File: src/rtl/ex_stage_pipe_if.sv
// ID->EX->MEM bundle for ex_stage_pipe: ID operands/controls in, EX/MEM latch contents out.
// The slave modport is the execute stage; the master modport is whatever drives ID and consumes MEM.
interface ex_stage_pipe_if #(
  parameter int XLEN  = 32,
  parameter int RA_W  = 5,
  parameter int TAG_W = 4
);
  logic             id_valid;
  logic             ex_ready;
  logic             flush;
  logic             mem_ready;
  logic [XLEN-1:0]  id_inA;
  logic [XLEN-1:0]  id_inB;
  logic [XLEN-1:0]  id_imm;
  logic [XLEN-1:0]  id_pc4;
  logic [1:0]       fwd_a_sel;
  logic [1:0]       fwd_b_sel;
  logic [XLEN-1:0]  mem_fwd;
  logic [XLEN-1:0]  wb_fwd;
  logic [3:0]       id_aluc;
  logic             id_aluimm;
  logic             id_shift;
  logic             id_regrt;
  logic             id_wreg;
  logic             id_m2reg;
  logic             id_wmem;
  logic             id_branch;
  logic [RA_W-1:0]  id_rt;
  logic [RA_W-1:0]  id_rd;
  logic [TAG_W-1:0] ID_ins_type;
  logic [TAG_W-1:0] ID_ins_number;
  logic             ex_valid;
  logic             ex_wreg;
  logic             ex_m2reg;
  logic             ex_wmem;
  logic             ex_branch;
  logic [XLEN-1:0]  ex_aluR;
  logic [XLEN-1:0]  ex_inB;
  logic [XLEN-1:0]  ex_pc;
  logic [RA_W-1:0]  ex_destR;
  logic [TAG_W-1:0] EXE_ins_type;
  logic [TAG_W-1:0] EXE_ins_number;

  modport master (
    output id_valid, flush, mem_ready, id_inA, id_inB, id_imm, id_pc4,
           fwd_a_sel, fwd_b_sel, mem_fwd, wb_fwd, id_aluc, id_aluimm, id_shift,
           id_regrt, id_wreg, id_m2reg, id_wmem, id_branch, id_rt, id_rd,
           ID_ins_type, ID_ins_number,
    input  ex_ready, ex_valid, ex_wreg, ex_m2reg, ex_wmem, ex_branch, ex_aluR,
           ex_inB, ex_pc, ex_destR, EXE_ins_type, EXE_ins_number
  );

  modport slave (
    input  id_valid, flush, mem_ready, id_inA, id_inB, id_imm, id_pc4,
           fwd_a_sel, fwd_b_sel, mem_fwd, wb_fwd, id_aluc, id_aluimm, id_shift,
           id_regrt, id_wreg, id_m2reg, id_wmem, id_branch, id_rt, id_rd,
           ID_ins_type, ID_ins_number,
    output ex_ready, ex_valid, ex_wreg, ex_m2reg, ex_wmem, ex_branch, ex_aluR,
           ex_inB, ex_pc, ex_destR, EXE_ins_type, EXE_ins_number
  );
endinterface

File: src/rtl/ex_stage_pipe.sv
// Execute stage with valid/ready flow control, operand forwarding, flush and branch resolution.
// Define EX_MUL_EN to build the iterative shift-add multiplier for aluc=F (otherwise aluc=F yields 0).
module ex_stage_pipe #(
  parameter int XLEN  = 32,
  parameter int RA_W  = 5,
  parameter int TAG_W = 4
) (
  input logic            clk,
  input logic            rst,
  ex_stage_pipe_if.slave bus
);
  localparam int SH_W = $clog2(XLEN);

  function automatic logic [XLEN-1:0] alu_op(input logic [3:0] aluc,
                                             input logic [XLEN-1:0] a,
                                             input logic [XLEN-1:0] b);
    logic signed [XLEN-1:0] sa;
    logic signed [XLEN-1:0] sb;
    logic [SH_W-1:0]        sh;
    sa = a;
    sb = b;
    sh = a[SH_W-1:0];
    case (aluc)
      4'h0:    alu_op = a + b;
      4'h1:    alu_op = a - b;
      4'h2:    alu_op = a & b;
      4'h3:    alu_op = a | b;
      4'h4:    alu_op = a ^ b;
      4'h5:    alu_op = ~(a | b);
      4'h6:    alu_op = {{(XLEN-1){1'b0}}, (sa < sb)};
      4'h7:    alu_op = b << sh;
      4'h8:    alu_op = b >> sh;
      4'h9:    alu_op = sb >>> sh;
      default: alu_op = '0;
    endcase
  endfunction

  logic             vld_p0;
  logic [XLEN-1:0]  fa_p0, fb_p0, op_a_p0, op_b_p0, alu_r_p0, tgt_p0;
  logic [RA_W-1:0]  dest_p0;
  logic             adv;
  logic             load;
  logic             ld_vld, ld_wreg, ld_m2reg, ld_wmem, ld_br_en;
  logic [XLEN-1:0]  ld_alu, ld_inb, ld_pc;
  logic [RA_W-1:0]  ld_dest;
  logic [TAG_W-1:0] ld_type, ld_num;

`ifdef EX_MUL_EN
  localparam logic [3:0]      OP_MUL   = 4'hF;
  localparam logic [SH_W-1:0] LAST_STEP = SH_W'(XLEN - 1);

  typedef enum logic [1:0] {S_IDLE, S_MUL, S_DONE} state_t;
  state_t           state;
  logic [SH_W-1:0]  cnt;
  logic             mul_start;
  logic [XLEN-1:0]  mcand, mplier, prod;
  logic             sh_wreg, sh_m2reg, sh_wmem, sh_branch;
  logic [XLEN-1:0]  sh_inb, sh_pc;
  logic [RA_W-1:0]  sh_dest;
  logic [TAG_W-1:0] sh_type, sh_num;
`endif

  // ---- p0: operand select, ALU, branch target (combinational from ID) ----
  assign vld_p0 = bus.id_valid;
  assign adv    = ~bus.ex_valid | bus.mem_ready;

  always_comb begin
    case (bus.fwd_a_sel)
      2'b01:   fa_p0 = bus.mem_fwd;
      2'b10:   fa_p0 = bus.wb_fwd;
      default: fa_p0 = bus.id_inA;
    endcase
    case (bus.fwd_b_sel)
      2'b01:   fb_p0 = bus.mem_fwd;
      2'b10:   fb_p0 = bus.wb_fwd;
      default: fb_p0 = bus.id_inB;
    endcase
    op_a_p0  = bus.id_shift ? {{(XLEN-5){1'b0}}, bus.id_imm[10:6]} : fa_p0;
    op_b_p0  = bus.id_aluimm ? bus.id_imm : fb_p0;
    alu_r_p0 = alu_op(bus.id_aluc, op_a_p0, op_b_p0);
    tgt_p0   = bus.id_pc4 + {bus.id_imm[XLEN-3:0], 2'b00};
    dest_p0  = bus.id_regrt ? bus.id_rt : bus.id_rd;
  end

  // Latch source: live ID fields normally, shadow copy when a multiply completes.
  always_comb begin
    load     = adv;
    ld_vld   = vld_p0;
    ld_alu   = alu_r_p0;
    ld_inb   = fb_p0;
    ld_pc    = tgt_p0;
    ld_dest  = dest_p0;
    ld_wreg  = bus.id_wreg;
    ld_m2reg = bus.id_m2reg;
    ld_wmem  = bus.id_wmem;
    ld_br_en = bus.id_branch;
    ld_type  = bus.ID_ins_type;
    ld_num   = bus.ID_ins_number;
`ifdef EX_MUL_EN
    mul_start = vld_p0 & (bus.id_aluc == OP_MUL);
    load      = adv & (state != S_MUL);
    ld_vld    = vld_p0 & ~mul_start;
    if (state == S_DONE) begin
      ld_vld   = 1'b1;
      ld_alu   = prod;
      ld_inb   = sh_inb;
      ld_pc    = sh_pc;
      ld_dest  = sh_dest;
      ld_wreg  = sh_wreg;
      ld_m2reg = sh_m2reg;
      ld_wmem  = sh_wmem;
      ld_br_en = sh_branch;
      ld_type  = sh_type;
      ld_num   = sh_num;
    end
`endif
  end

`ifdef EX_MUL_EN
  assign bus.ex_ready = (state == S_IDLE) & adv;
`else
  assign bus.ex_ready = adv;
`endif

  // ---- p1: EX/MEM latch and multiplier sequencer ----
  always_ff @(posedge clk) begin
    if (rst) begin
      bus.ex_valid       <= 1'b0;
      bus.ex_wreg        <= 1'b0;
      bus.ex_m2reg       <= 1'b0;
      bus.ex_wmem        <= 1'b0;
      bus.ex_branch      <= 1'b0;
      bus.ex_aluR        <= '0;
      bus.ex_inB         <= '0;
      bus.ex_pc          <= '0;
      bus.ex_destR       <= '0;
      bus.EXE_ins_type   <= '0;
      bus.EXE_ins_number <= '0;
`ifdef EX_MUL_EN
      state <= S_IDLE;
      cnt   <= '0;
`endif
    end else if (bus.flush) begin
      bus.ex_valid  <= 1'b0;
      bus.ex_wreg   <= 1'b0;
      bus.ex_wmem   <= 1'b0;
      bus.ex_branch <= 1'b0;
`ifdef EX_MUL_EN
      state <= S_IDLE;
      cnt   <= '0;
`endif
    end else begin
      if (load) begin
        bus.ex_valid       <= ld_vld;
        bus.ex_wreg        <= ld_wreg;
        bus.ex_m2reg       <= ld_m2reg;
        bus.ex_wmem        <= ld_wmem;
        bus.ex_branch      <= ld_br_en & (ld_alu == '0);
        bus.ex_aluR        <= ld_alu;
        bus.ex_inB         <= ld_inb;
        bus.ex_pc          <= ld_pc;
        bus.ex_destR       <= ld_dest;
        bus.EXE_ins_type   <= ld_type;
        bus.EXE_ins_number <= ld_num;
      end
`ifdef EX_MUL_EN
      case (state)
        S_IDLE: begin
          if (adv && mul_start) begin
            mcand     <= op_a_p0;
            mplier    <= op_b_p0;
            prod      <= '0;
            sh_inb    <= fb_p0;
            sh_pc     <= tgt_p0;
            sh_dest   <= dest_p0;
            sh_wreg   <= bus.id_wreg;
            sh_m2reg  <= bus.id_m2reg;
            sh_wmem   <= bus.id_wmem;
            sh_branch <= bus.id_branch;
            sh_type   <= bus.ID_ins_type;
            sh_num    <= bus.ID_ins_number;
            cnt       <= '0;
            state     <= S_MUL;
          end
        end
        S_MUL: begin
          // Only the low XLEN product bits are kept, so modulo accumulation suffices.
          prod   <= prod + (mplier[0] ? mcand : '0);
          mcand  <= mcand << 1;
          mplier <= mplier >> 1;
          cnt    <= cnt + 1'b1;
          if (cnt == LAST_STEP) state <= S_DONE;
        end
        S_DONE: begin
          if (adv) state <= S_IDLE;
        end
        default: state <= S_IDLE;
      endcase
`endif
    end
  end
endmodule

File: src/flat_wrapper.sv
// flat-port wrapper written by rule: the top's interface ports become plain ports
module ex_stage_pipe_flat 
#(
  parameter int XLEN  = 32,
  parameter int RA_W  = 5,
  parameter int TAG_W = 4
)
  (clk, rst, bus_id_valid, bus_flush, bus_mem_ready, bus_id_inA, bus_id_inB, bus_id_imm, bus_id_pc4, bus_fwd_a_sel, bus_fwd_b_sel, bus_mem_fwd, bus_wb_fwd, bus_id_aluc, bus_id_aluimm, bus_id_shift, bus_id_regrt, bus_id_wreg, bus_id_m2reg, bus_id_wmem, bus_id_branch, bus_id_rt, bus_id_rd, bus_ID_ins_type, bus_ID_ins_number, bus_ex_ready, bus_ex_valid, bus_ex_wreg, bus_ex_m2reg, bus_ex_wmem, bus_ex_branch, bus_ex_aluR, bus_ex_inB, bus_ex_pc, bus_ex_destR, bus_EXE_ins_type, bus_EXE_ins_number);
  ex_stage_pipe_if #(.XLEN(XLEN), .RA_W(RA_W), .TAG_W(TAG_W)) bus_i ();
  input logic clk;
  input logic rst;
  input wire logic [$bits(bus_i.id_valid)-1:0] bus_id_valid;
  input wire logic [$bits(bus_i.flush)-1:0] bus_flush;
  input wire logic [$bits(bus_i.mem_ready)-1:0] bus_mem_ready;
  input wire logic [$bits(bus_i.id_inA)-1:0] bus_id_inA;
  input wire logic [$bits(bus_i.id_inB)-1:0] bus_id_inB;
  input wire logic [$bits(bus_i.id_imm)-1:0] bus_id_imm;
  input wire logic [$bits(bus_i.id_pc4)-1:0] bus_id_pc4;
  input wire logic [$bits(bus_i.fwd_a_sel)-1:0] bus_fwd_a_sel;
  input wire logic [$bits(bus_i.fwd_b_sel)-1:0] bus_fwd_b_sel;
  input wire logic [$bits(bus_i.mem_fwd)-1:0] bus_mem_fwd;
  input wire logic [$bits(bus_i.wb_fwd)-1:0] bus_wb_fwd;
  input wire logic [$bits(bus_i.id_aluc)-1:0] bus_id_aluc;
  input wire logic [$bits(bus_i.id_aluimm)-1:0] bus_id_aluimm;
  input wire logic [$bits(bus_i.id_shift)-1:0] bus_id_shift;
  input wire logic [$bits(bus_i.id_regrt)-1:0] bus_id_regrt;
  input wire logic [$bits(bus_i.id_wreg)-1:0] bus_id_wreg;
  input wire logic [$bits(bus_i.id_m2reg)-1:0] bus_id_m2reg;
  input wire logic [$bits(bus_i.id_wmem)-1:0] bus_id_wmem;
  input wire logic [$bits(bus_i.id_branch)-1:0] bus_id_branch;
  input wire logic [$bits(bus_i.id_rt)-1:0] bus_id_rt;
  input wire logic [$bits(bus_i.id_rd)-1:0] bus_id_rd;
  input wire logic [$bits(bus_i.ID_ins_type)-1:0] bus_ID_ins_type;
  input wire logic [$bits(bus_i.ID_ins_number)-1:0] bus_ID_ins_number;
  output wire logic [$bits(bus_i.ex_ready)-1:0] bus_ex_ready;
  output wire logic [$bits(bus_i.ex_valid)-1:0] bus_ex_valid;
  output wire logic [$bits(bus_i.ex_wreg)-1:0] bus_ex_wreg;
  output wire logic [$bits(bus_i.ex_m2reg)-1:0] bus_ex_m2reg;
  output wire logic [$bits(bus_i.ex_wmem)-1:0] bus_ex_wmem;
  output wire logic [$bits(bus_i.ex_branch)-1:0] bus_ex_branch;
  output wire logic [$bits(bus_i.ex_aluR)-1:0] bus_ex_aluR;
  output wire logic [$bits(bus_i.ex_inB)-1:0] bus_ex_inB;
  output wire logic [$bits(bus_i.ex_pc)-1:0] bus_ex_pc;
  output wire logic [$bits(bus_i.ex_destR)-1:0] bus_ex_destR;
  output wire logic [$bits(bus_i.EXE_ins_type)-1:0] bus_EXE_ins_type;
  output wire logic [$bits(bus_i.EXE_ins_number)-1:0] bus_EXE_ins_number;
  assign bus_i.id_valid = bus_id_valid;
  assign bus_i.flush = bus_flush;
  assign bus_i.mem_ready = bus_mem_ready;
  assign bus_i.id_inA = bus_id_inA;
  assign bus_i.id_inB = bus_id_inB;
  assign bus_i.id_imm = bus_id_imm;
  assign bus_i.id_pc4 = bus_id_pc4;
  assign bus_i.fwd_a_sel = bus_fwd_a_sel;
  assign bus_i.fwd_b_sel = bus_fwd_b_sel;
  assign bus_i.mem_fwd = bus_mem_fwd;
  assign bus_i.wb_fwd = bus_wb_fwd;
  assign bus_i.id_aluc = bus_id_aluc;
  assign bus_i.id_aluimm = bus_id_aluimm;
  assign bus_i.id_shift = bus_id_shift;
  assign bus_i.id_regrt = bus_id_regrt;
  assign bus_i.id_wreg = bus_id_wreg;
  assign bus_i.id_m2reg = bus_id_m2reg;
  assign bus_i.id_wmem = bus_id_wmem;
  assign bus_i.id_branch = bus_id_branch;
  assign bus_i.id_rt = bus_id_rt;
  assign bus_i.id_rd = bus_id_rd;
  assign bus_i.ID_ins_type = bus_ID_ins_type;
  assign bus_i.ID_ins_number = bus_ID_ins_number;
  assign bus_ex_ready = bus_i.ex_ready;
  assign bus_ex_valid = bus_i.ex_valid;
  assign bus_ex_wreg = bus_i.ex_wreg;
  assign bus_ex_m2reg = bus_i.ex_m2reg;
  assign bus_ex_wmem = bus_i.ex_wmem;
  assign bus_ex_branch = bus_i.ex_branch;
  assign bus_ex_aluR = bus_i.ex_aluR;
  assign bus_ex_inB = bus_i.ex_inB;
  assign bus_ex_pc = bus_i.ex_pc;
  assign bus_ex_destR = bus_i.ex_destR;
  assign bus_EXE_ins_type = bus_i.EXE_ins_type;
  assign bus_EXE_ins_number = bus_i.EXE_ins_number;
  ex_stage_pipe #(.XLEN(XLEN), .RA_W(RA_W), .TAG_W(TAG_W)) u_core (.clk(clk), .rst(rst), .bus(bus_i));
endmodule
File: config.mk
export PLATFORM = sky130hd
export DESIGN_NAME = ex_stage_pipe_flat
export DESIGN_NICKNAME = d
export VERILOG_FILES = /design/src/rtl/ex_stage_pipe_if.sv /design/src/rtl/ex_stage_pipe.sv /design/src/flat_wrapper.sv
export SDC_FILE = /design/constraint.sdc
export NUM_CORES = 1
export LEC_CHECK = 0
export BUFFER_PORTS_ARGS = -buffer_cell sky130_fd_sc_hd__buf_2
export CAP_MARGIN = 40
export CORE_ASPECT_RATIO = 0.75
export CORE_MARGIN = 2
export CORE_UTILIZATION = 40
export CTS_BUF_LIST = sky130_fd_sc_hd__clkbuf_8
export DETAILED_ROUTE_END_ITERATION = 8
export HOLD_SLACK_MARGIN = 0.12
export PLACE_DENSITY = 0.7
export SETUP_SLACK_MARGIN = 0.1
export SLEW_MARGIN = 10
export SYNTH_ARGS = -nofsm -noshare
export SYNTH_HDL_FRONTEND = slang
export SYNTH_SLANG_ARGS = --single-unit
File: constraint.sdc
create_clock -name clk -period 15.9 [get_ports clk]
set_input_delay 1.59 -clock clk [delete_from_list [all_inputs] [get_ports clk]]
set_output_delay 1.59 -clock clk [all_outputs]
set_load 0.02 [all_outputs]
==> flow_summary.json <==
{
  "status": "complete, no violations",
  "wl_met1_um": 40500,
  "fillerInstances": 4394,
  "hold_viol": 0,
  "pin_count": 345,
  "synth_edf_count": 0,
  "async_flop_share_pct": 0,
  "grt_setup_unrepaired": "false",
  "cts.sinks": 114,
  "end_kind": "register",
  "r2r_cells": 6,
  "initial_core_util_pct": 40.6,
  "place_congestion": 1.04,
  "synthMostInstantiatedCell": "nor2_1",
  "die_h_um": 183,
  "relSlewSlack_pct": 28.2,
  "drc": 0,
  "ys.flop_type": "dfxtp_1",
  "seq_area_frac_synth_pct": 13.3,
  "fmax_mhz": 121,
  "critPathLaunchType": "primary input",
  "multi_input_area_mm2": 0.0136,
  "vias": 21300,
  "yosysTopAreaCell": "dfxtp_1",
  "wl_met3_um": 10000,
  "yosys_warnings": 0,
  "grt_pass1_wl_um": 135000,
  "synth_area_leaders": "dfxtp_1, mux2i_1, ha_1",
  "synth_seq_cells": 114,
  "path_class": "in -> reg",
  "layout-drive-gt1-share_pct": 19.4,
  "clockRootBuffer": "clkbuf_8",
  "post_cts_resized": 0,
  "maxSlewViolCount": 0,
  "drt-initial-drc-count": 3250,
  "synth.distinct_cells": 87,
  "finalWirelength_um": 94000,
  "finalCriticalPeriod_ns": 8.23,
  "post_cts_buffers": 0,
  "numCtsBuffers": 17,
  "fin_worst_skew_ns": 0.0107,
  "setup_viol_count_final": 0,
  "leakage_uw": 0.00911,
  "wl_met2_um": 38700,
  "worstHoldPathType": "reg -> reg",
  "maxUsedRoutingLayer": "met5",
  "insertion_delay_ns": 0.49,
  "tightestPinTransition_ns": 1.08,
  "synthTopCellsByCount": "nor2_1, nand2_1, a21oi_1",
  "hold_buffers": 0,
  "rr_startpoint": "u_core.bus.ex_valid$_SDFFE_PP0N_",
  "firstDrtPassIters": 6,
  "finalNetCount": 2989,
  "worstPathMaxFanout": 52,
  "cp.arrival_ns": 8.65,
  "regArea_mm2": 0.00228,
  "synth_fp_nets": 2763,
  "hold_depth": 2,
  "area_growth_pct": 14.5,
  "track_usage_pct": 40.7,
  "final_cell_count_no_fill": 3205,
  "drv_cap": 0,
  "clockBufferDepth": 2,
  "netlist_area_mm2": 0.0172,
  "fin_hold_ws_ns": 0.452,
  "viasPerCell": 6.66,
  "synth_top_area_share_pct": 13.3,
  "p_per_area_mw_per_mm2": 85.3,
  "netlist_instances": 2396,
  "avgSynthCellArea_um2": 7.16,
  "ant_nets": 0,
  "die_w_um": 243,
  "cts_tree": "done",
  "cts_max_level": 4,
  "crit_path_start": "bus_fwd_a_sel[0]",
  "dp.cells": 3171,
  "overflow": 0,
  "wire_per_inst_um": 29.3,
  "vdd_drop_max_mv": 0.0676,
  "rows": 65,
  "dp_hpwl_um": 74400,
  "numPortBuffers": 344,
  "grt_pass1_vias": 19500,
  "clk_pin_slew_ns": 0.07,
  "grt_start_max_net_pins": 77,
  "fin_setup_tns_ns": 0,
  "antenna_found_initial": 4,
  "timing.final.crit_share_pct": 51.8,
  "crit_required_ns": 16.32,
  "hp-start": "u_core.bus.ex_pc[5]$_SDFFE_PP0P_",
  "coreArea_mm2": 0.0422,
  "dieArea_mm2": 0.0446
}
power breakdown:
| part | switching [µW] | total (µW) | internal (µW) |
|---|---|---|---|
| sequential | 13.0 | 323 | 310 |
| clock | 133 | 288 | 155 |
| combinational | 722 | 1060 | 342 |
| total | 868 | 1670 | 807 |
worst max-delay path, cell delays in order:
cell	delay (ns)
buf_2	0.11
inv_1	0.05
ha_2	0.65
a22oi_1	0.30
a221oi_4	0.31
buf_4	0.66
inv_2	0.38
ha_1	0.34
inv_1	0.10
fa_1	0.23
nor2b_1	0.20
o211ai_1	0.16
a2111oi_1	0.56
buf_2	0.26
o2111ai_1	0.30
a211o_1	0.39
a31oi_1	0.21
a221oi_1	0.14
o21a_1	0.19
a2111oi_0	0.45
buf_1	0.23
nand2_1	0.08
nor4_1	0.40
nand4_1	0.20
o21ai_1	0.14
stage by stage:
stage	utilization, %	total power [µW]	setup WS, ns	area (µm²)
CTS	46.5	1630	7.94	19600
global placement	45.3	1330	6.60	19100
floorplan	-	980	9.33	17200
detailed placement	45.5	1340	7.44	19200
finish	46.5	1670	7.67	19600
global route	46.5	1740	7.33	19600
cell families after synthesis:
| logic type | count (synthesis) | share of synthesized area [%] |
|---|---|---|
| adders and majority gates | 137 | 10.1 |
| DFF | 114 | 13.3 |
| and+or+nand+nor | 730 | 19.3 |
| AOI/OAI and AO/OA | 856 | 35.8 |
| muxes | 202 | 12.0 |
| buffers and inverters | 321 | 7.69 |
| xor gates and xnor gates | 36 | 1.84 |
per-layer routing:
layer  vias up  track usage [%]
met4         2             18.3
li1       9398                -
met2      1458             60.5
met1     10200             56.0
met3       232             8.88
met5         -                0
cells in the final DEF, fill, tap and decap left out, types with 76 or more instances in the layout:
cell type | Yosys | layout
inv_1 | 126 | 130
ha_1 | 134 | 132
a211oi_1 | 76 | 76
dfxtp_1 | 114 | 114
o21ai_0 | 108 | 108
mux2i_1 | 181 | 181
nor2_1 | 255 | 253
a21oi_1 | 220 | 219
nand2_1 | 225 | 225
buf_2 | 25 | 349
area by class of cell:
class	count	area share [%]
Multi-Input combinational cell	1961	69.3
Sequential cell	114	11.6
Timing Repair Buffer	394	10.8
Tap cell	569	3.62
Inverter	134	2.56
Clock buffer	18	1.26
Clock inverter	13	0.752
Antenna cell	2	0.0255
state kept, by name (all words and copies together) (netlist names):
| name | cells |
|---|---|
| u_core.bus.ex_valid | 1 |
| u_core.bus.EXE_ins_number | 4 |
| u_core.bus.ex_destR | 5 |
| u_core.bus.ex_branch | 1 |
| u_core.bus.ex_wreg | 1 |
| u_core.bus.ex_pc | 32 |
| u_core.bus.ex_inB | 32 |
| u_core.bus.ex_m2reg | 1 |
| u_core.bus.ex_aluR | 32 |
| u_core.bus.ex_wmem | 1 |
| u_core.bus.EXE_ins_type | 4 |
path summary, 6_finish.rpt:
check | end | slack, ns
max | u_core.bus.ex_branch$_SDFFE_PP0N_ | 7.67
max reg2reg | u_core.bus.ex_inB[18]$_SDFFE_PP0P_ | 13.10
min | u_core.bus.ex_pc[5]$_SDFFE_PP0P_ | 0.45
min reg2reg | u_core.bus.ex_pc[5]$_SDFFE_PP0P_ | 0.45
(Power assumes the default switching activity.)
